## src/rtl/fphub_multiplier_if.sv

```systemverilog
// -----------------------------------------------------------------------------
// fphub_multiplier_if
// Operation bus of the FPHUB multiplier. The signal set and handshake are the
// same as the FPHUB SRT divider's, so one dispatcher can drive either unit.
//
// Handshake: the master raises start with operands x/y. The unit accepts only
// while idle (computing = 0). An accepted request ends with a one-cycle finish
// pulse, and res is valid from that cycle until the next finish. A start seen
// while computing = 1 is dropped, and the master must not expect a result for it.
//
// Signals (operands/results are {sign, exp[E-1:0], mant[M-1:0]}, HUB format)
//   start      master -> slave  operation request
//   x, y       master -> slave  operands, sampled at the accepting edge only
//   res        slave  -> master result, held until the next finish
//   finish     slave  -> master one-cycle result-valid pulse
//   computing  slave  -> master high while an operation is in flight
// -----------------------------------------------------------------------------
interface fphub_multiplier_if #(
    parameter int M = 23,
    parameter int E = 8
);
    logic             start;
    logic [M+E:0]     x;
    logic [M+E:0]     y;
    logic [M+E:0]     res;
    logic             finish;
    logic             computing;

    modport master (
        output start, x, y,
        input  res, finish, computing
    );

    modport slave (
        input  start, x, y,
        output res, finish, computing
    );
endinterface

```

## src/rtl/fphub_multiplier.sv

```systemverilog
// -----------------------------------------------------------------------------
// fphub_multiplier
// Sequential radix-2 shift-add floating-point multiplier for HUB operands.
// One multiplier bit is retired per cycle (LSB first). The full product is then
// normalized once, and the result is registered. HUB round-to-nearest is
// plain truncation, and the result ILSB is implicit.
//
// Ports
//   clk      rising-edge clock
//   rst_l    asynchronous active-low reset
//   mul_if   operation bus (slave side): start, x, y, res, finish, computing
//   state_o  current FSM state (0 idle, 1 multiply, 2 normalize)
//
// Latency: special operands take 1 edge. Normal operands take M+3 edges
// (M+2 shift-add cycles plus one normalize cycle).
// -----------------------------------------------------------------------------
module fphub_multiplier #(
    parameter int M = 23,
    parameter int E = 8
) (
    input  logic                  clk,
    input  logic                  rst_l,
    fphub_multiplier_if.slave     mul_if,
    output logic [1:0]            state_o
);

    localparam int W  = M + E + 1;
    localparam int PW = 2 * M + 4;           // full product width
    localparam int CW = $clog2(M + 2);       // counter covers 0 .. M+1

    localparam logic signed [E+1:0] BIAS    = (E+2)'((1 << (E - 1)) - 1);
    localparam logic signed [E+1:0] EMAX    = (E+2)'((1 << E) - 1);
    localparam logic [CW-1:0]       CNT_END = CW'(M + 1);

    typedef enum logic [1:0] {
        S_IDLE = 2'd0,
        S_MUL  = 2'd1,
        S_NORM = 2'd2
    } state_t;

    state_t               state_q;
    logic [W-1:0]         res_q;
    logic                 finish_q;
    logic                 computing_q;
    logic [PW-1:0]        p_q;           // product accumulator
    logic [PW-1:0]        mcand_q;       // Sx, shifted left to the current weight
    logic [M+1:0]         mult_q;        // Sy, shifted right so bit 0 is current
    logic [CW-1:0]        cnt_q;
    logic                 sign_q;
    logic signed [E+1:0]  esum_q;        // ex + ey - bias, before normalization

    // ---------------- operand decode ----------------
    logic          x_sign, y_sign, in_sign;
    logic [E-1:0]  x_exp, y_exp;
    logic [M-1:0]  x_mant, y_mant;
    logic          x_zero, y_zero, x_inf, y_inf;
    logic          special;
    logic [M+1:0]  sx, sy;
    logic signed [E+1:0] esum_in;
    logic [W-1:0]  special_res;

    assign x_sign  = mul_if.x[W-1];
    assign y_sign  = mul_if.y[W-1];
    assign x_exp   = mul_if.x[M+E-1:M];
    assign y_exp   = mul_if.y[M+E-1:M];
    assign x_mant  = mul_if.x[M-1:0];
    assign y_mant  = mul_if.y[M-1:0];
    assign in_sign = x_sign ^ y_sign;

    assign x_zero  = (x_exp == '0);
    assign y_zero  = (y_exp == '0);
    assign x_inf   = (x_exp == '1);
    assign y_inf   = (y_exp == '1);
    assign special = x_zero | y_zero | x_inf | y_inf;

    // HUB significand: implicit one, stored mantissa, implicit ILSB
    assign sx = {1'b1, x_mant, 1'b1};
    assign sy = {1'b1, y_mant, 1'b1};

    assign esum_in = $signed({2'b00, x_exp}) + $signed({2'b00, y_exp}) - BIAS;

    always_comb begin
        special_res = {in_sign, {E{1'b0}}, {M{1'b0}}};
        if ((x_zero && y_inf) || (x_inf && y_zero)) begin
            special_res = {1'b0, {E{1'b1}}, {M{1'b1}}};
        end else if (x_inf || y_inf) begin
            special_res = {in_sign, {E{1'b1}}, {M{1'b0}}};
        end
    end

    // ---------------- shift-add step ----------------
    logic [PW-1:0] p_d;
    assign p_d = p_q + (mult_q[0] ? mcand_q : '0);

    // ---------------- normalization ----------------
    // The product of two significands in [1,2) lies in [1,4). The top bit says
    // whether one extra right shift (and exponent increment) is needed.
    logic                norm_n;
    logic [M-1:0]        norm_mant;
    logic signed [E+1:0] e_fin;
    logic                e_ovf, e_unf;
    logic [W-1:0]        res_norm_d;

    assign norm_n    = p_q[PW-1];
    assign norm_mant = norm_n ? p_q[2*M+2:M+3] : p_q[2*M+1:M+2];
    assign e_fin     = esum_q + $signed({{(E+1){1'b0}}, norm_n});
    assign e_ovf     = (e_fin >= EMAX);
    assign e_unf     = e_fin[E+1] | (e_fin == '0);

    always_comb begin
        res_norm_d = {sign_q, e_fin[E-1:0], norm_mant};
        if (e_ovf) begin
            res_norm_d = {sign_q, {E{1'b1}}, {M{1'b0}}};
        end else if (e_unf) begin
            res_norm_d = {sign_q, {E{1'b0}}, {M{1'b0}}};
        end
    end

    // ---------------- control FSM ----------------
    always_ff @(posedge clk or negedge rst_l) begin
        if (!rst_l) begin
            state_q     <= S_IDLE;
            res_q       <= '0;
            finish_q    <= 1'b0;
            computing_q <= 1'b0;
            p_q         <= '0;
            mcand_q     <= '0;
            mult_q      <= '0;
            cnt_q       <= '0;
            sign_q      <= 1'b0;
            esum_q      <= '0;
        end else begin
            finish_q <= 1'b0;
            case (state_q)
                S_IDLE: begin
                    if (mul_if.start) begin
                        if (special) begin
                            res_q    <= special_res;
                            finish_q <= 1'b1;
                        end else begin
                            mcand_q     <= {{(M+2){1'b0}}, sx};
                            mult_q      <= sy;
                            sign_q      <= in_sign;
                            esum_q      <= esum_in;
                            p_q         <= '0;
                            cnt_q       <= '0;
                            computing_q <= 1'b1;
                            state_q     <= S_MUL;
                        end
                    end
                end
                S_MUL: begin
                    p_q     <= p_d;
                    mcand_q <= mcand_q << 1;
                    mult_q  <= mult_q >> 1;
                    cnt_q   <= cnt_q + CW'(1);
                    if (cnt_q == CNT_END) begin
                        state_q <= S_NORM;
                    end
                end
                S_NORM: begin
                    res_q       <= res_norm_d;
                    finish_q    <= 1'b1;
                    computing_q <= 1'b0;
                    state_q     <= S_IDLE;
                end
                default: begin
                    state_q <= S_IDLE;
                end
            endcase
        end
    end

    assign mul_if.res       = res_q;
    assign mul_if.finish    = finish_q;
    assign mul_if.computing = computing_q;
    assign state_o          = state_q;

endmodule

```

## src/flat_wrapper.sv

```systemverilog
// flat-port wrapper written by rule: the top's interface ports become plain ports
module fphub_multiplier_flat 
#(
    parameter int M = 23,
    parameter int E = 8
)
  (clk, rst_l, state_o, mul_if_start, mul_if_x, mul_if_y, mul_if_res, mul_if_finish, mul_if_computing);
  fphub_multiplier_if #(.M(M), .E(E)) mul_if_i ();
  input  logic clk;
  input  logic rst_l;
  output logic [1:0] state_o;
  input wire logic [$bits(mul_if_i.start)-1:0] mul_if_start;
  input wire logic [$bits(mul_if_i.x)-1:0] mul_if_x;
  input wire logic [$bits(mul_if_i.y)-1:0] mul_if_y;
  output wire logic [$bits(mul_if_i.res)-1:0] mul_if_res;
  output wire logic [$bits(mul_if_i.finish)-1:0] mul_if_finish;
  output wire logic [$bits(mul_if_i.computing)-1:0] mul_if_computing;
  assign mul_if_i.start = mul_if_start;
  assign mul_if_i.x = mul_if_x;
  assign mul_if_i.y = mul_if_y;
  assign mul_if_res = mul_if_i.res;
  assign mul_if_finish = mul_if_i.finish;
  assign mul_if_computing = mul_if_i.computing;
  fphub_multiplier #(.M(M), .E(E)) u_core (.clk(clk), .rst_l(rst_l), .mul_if(mul_if_i), .state_o(state_o));
endmodule
```

## config.mk

```make
export PLATFORM = sky130hd
export DESIGN_NAME = fphub_multiplier_flat
export DESIGN_NICKNAME = d
export VERILOG_FILES = /design/src/rtl/fphub_multiplier_if.sv /design/src/rtl/fphub_multiplier.sv /design/src/flat_wrapper.sv
export SDC_FILE = /design/constraint.sdc
export NUM_CORES = 1
export LEC_CHECK = 0
export ABC_CLOCK_PERIOD_IN_PS = 3800
export BUFFER_PORTS_ARGS = -buffer_cell sky130_fd_sc_hd__buf_2
export CORE_ASPECT_RATIO = 0.5
export CORE_UTILIZATION = 55
export CTS_BUF_LIST = sky130_fd_sc_hd__clkbuf_16
export CTS_CLUSTER_SIZE = 14
export DETAILED_ROUTE_END_ITERATION = 10
export PLACE_DENSITY_LB_ADDON = 0.3
export REMOVE_ABC_BUFFERS = 1
export SYNTH_ARGS = -nofsm -noshare
export SYNTH_HDL_FRONTEND = slang
export SYNTH_SLANG_ARGS = --single-unit
```

## constraint.sdc

```tcl
create_clock -name clk -period 3.8 [get_ports clk]
set_input_delay 0.76 -clock clk [delete_from_list [all_inputs] [get_ports clk]]
set_output_delay 0.76 -clock clk [all_outputs]
set_load 0.01 [all_outputs]
```

==> results.ini <==
[run_status]
status=finished clean

[worst_setup_path]
start_kind=flop
cp_num_buf_inv=2
worst-r2r-cell-count=12
cp_data_arrival_time_ps=3840
cp_top_family=compound AO/OA/AOI/OAI gates
crit_fanout=28
critPathMaxStageDelay_ps=580
crit_chain=buf_4 > and2_1 > ha_1 > o21ai_0 > a211oi_1 > a211oi_1 > buf_4 > a21oi_1 > a21boi_0 > o21ai_0 > xnor2_1 > o21ai_0
cp_slowest_cell=a211oi_1
cp.required_ps=4110
crit_top_cell=o21ai_0
crit_type=flop to flop
timing.rr.end=u_core.p_q[25]
endpoint_kind=flop
worst-r2r-setup-slack_ps=280
rr_startpoint=u_core.mult_q[0]

[power_and_ir_drop]
power_mw=12.29
power_density_nw_per_um2=995.6
peakVddDrop_mv=0.4115
p_leak_nw=5.558

[yosys]
ys_seq_area_share_pct=39.72
synth_area_um2=11090
yosysUniqueCellTypes=55
synth_area_leader_cell=dfrtp_1
yosysWarnings=0
async_reset_ff_share_pct=100.0
synthFlopType=dfrtp_1
synthTopCellsByArea=dfrtp_1 (40%), nand2_1 (9.4%), ha_1 (7.0%)
avgSynthCellArea_um2=8.213
ys_seq_elements=176
synth_top_area_share_pct=39.72
synth_edf_count=0
syn_inst=1350

[place]
pre_cts_slack_ps=326.4
placed_area_um2=11820
port_buffers=102
hpwl_mm=18.41
place_congestion=0.9557

[clocking]
cts_tree=built
clk_pin_slew_ps=60
cts_buffers=17
cts_max_level=4
cts_root_buf=clkbuf_16
clock_sinks=176
clockBufferDepth=2
clk_latency_ps=440

[cells_and_area]
antenna_cells=0
fin_area_um2=12340
area_growth_pct=11.32
layout_commonest_cell=nand2_1
post-route-util_pct=62.99
layout-drive-gt1-share_pct=12.90
nNetsFinal=1539
final_cell_mix=nand2_1 (275), dfrtp_1 (176), o21ai_0 (135), nor2_1 (104), buf_2 (101)
fillers=1690

[floorplanning]
rows=36
die_y_um=102.4
start_util_pct=56.59
die_x_um=202.8
core_um2=19590
io_pins=103
die_area_um2=20770

[timing]
relSlewSlack_pct=29.18
final-setup-viol-count=0
timing.final.crit_share_pct=92.68
period_needed_ps=3522
final.setup_skew_ps=5.970
timing.final.ws_setup_ps=278.2
worstMarginPinSlew_ps=1062
clock.fmax_mhz=283.9
drv_slew=0
rsz0062_at_grt=no
finalHoldViolCount=0

[route]
postRouteAntennaNets=0
wire_per_inst_um=15.85
drt_first_pass_iters=5
via_per_inst=5.820
drt_iter0_markers=546
drc=0
wirelength_mm=26.71
num_vias=9807

[grt]
grt_max_degree=95
grt_pass1_wl_mm=44.44
grt_usage_pct=26.54
grt_pass1_vias=9184
antenna_found_initial=0
grt-ovfl-total=0

[worst_hold_path]
hold_path.class=input port to asynchronous set/reset pin

[run]
max_cap_viol_count=0

[timing repair]
item                       CTS  global route
setup endpoints to repair    0             1
gates resized for setup      0             1
setup buffers                0             0
hold endpoints to repair     0             0
hold buffers                 0             0
[stage by stage]
step / TNS [ps] / instances / hold WS (ps)
3_5_place_dp: 0 / 1655 / 465.9
4_1_cts: 0 / 1685 / 349.2
5_1_grt: 0 / 1685 / 389.3
3_3_place_gp: 0 / 1655 / 457.3
2_1_floorplan: -17400 / 1269 / 449.6
6_report: 0 / 1685 / 324.3
[how the worst max path moves through the flow]
stage,from,endpoint,depth (start not counted)
after floorplan,mul_if_y[30],u_core.p_q[43],8
after global placement,u_core.mult_q[0],u_core.p_q[47],12
after global routing,u_core.mult_q[0],u_core.p_q[47],12
final,u_core.mult_q[0],u_core.p_q[25],12
after detailed placement,u_core.mult_q[0],u_core.p_q[47],12
after CTS,u_core.mult_q[0],u_core.p_q[47],12
[sequential cells by signal (all words and copies together), names as in the netlist]
signal                   cells
u_core.mcand_q              50
u_core.p_q                  50
u_core.mul_if.res           32
u_core.mult_q               24
u_core.esum_q               10
u_core.cnt_q                 5
u_core.state_o               2
u_core.mul_if.computing      1
u_core.mul_if.finish         1
u_core.sign_q                1
[layout make-up]
type / count / area, um^2 / area share (%)
clock buffer: 17 / 425.4 / 3.447
clock inverter: 13 / 98.84 / 0.8008
inverter: 19 / 71.32 / 0.5778
multi-input combinational: 1074 / 6321 / 51.21
sequential: 176 / 4404 / 35.68
tap: 266 / 332.8 / 2.696
timing repair buffer: 120 / 689.4 / 5.585
[synth_stat cells (24+ instances only)]
cell type and n:
nand2_1 277, dfrtp_1 176, o21ai_0 135, nor2_1 105, a21oi_1 90, clkbuf_1 75
ha_1 62, a31oi_1 56, and2_1 53, nand3_1 52, xnor2_1 36, xor2_1 32
a21o_1 24
[power breakdown]
part	internal [mW]	switching, mW
sequential	2.82	0.689
combinational	2.93	4.22
clock	0.883	0.745
total	6.64	5.65
[kinds of logic after synthesis]
family | share of synthesized area [%]
mux | 2.426
fa+ha+maj | 7.357
xor+xnor | 5.371
simple gates | 21.98
compound gates | 19.71
buf+inv | 3.430
flops | 39.72
[metal layers]
metal	vias to the layer above	wire length (um)	global-route usage, %
met1	4676	12820	37.23
met3	38	1353	3.922
met5	-	0	0
li1	4823	-	-
met4	0	453	9.312
met2	270	12090	42.47
Power figures use the tool's default switching activity.
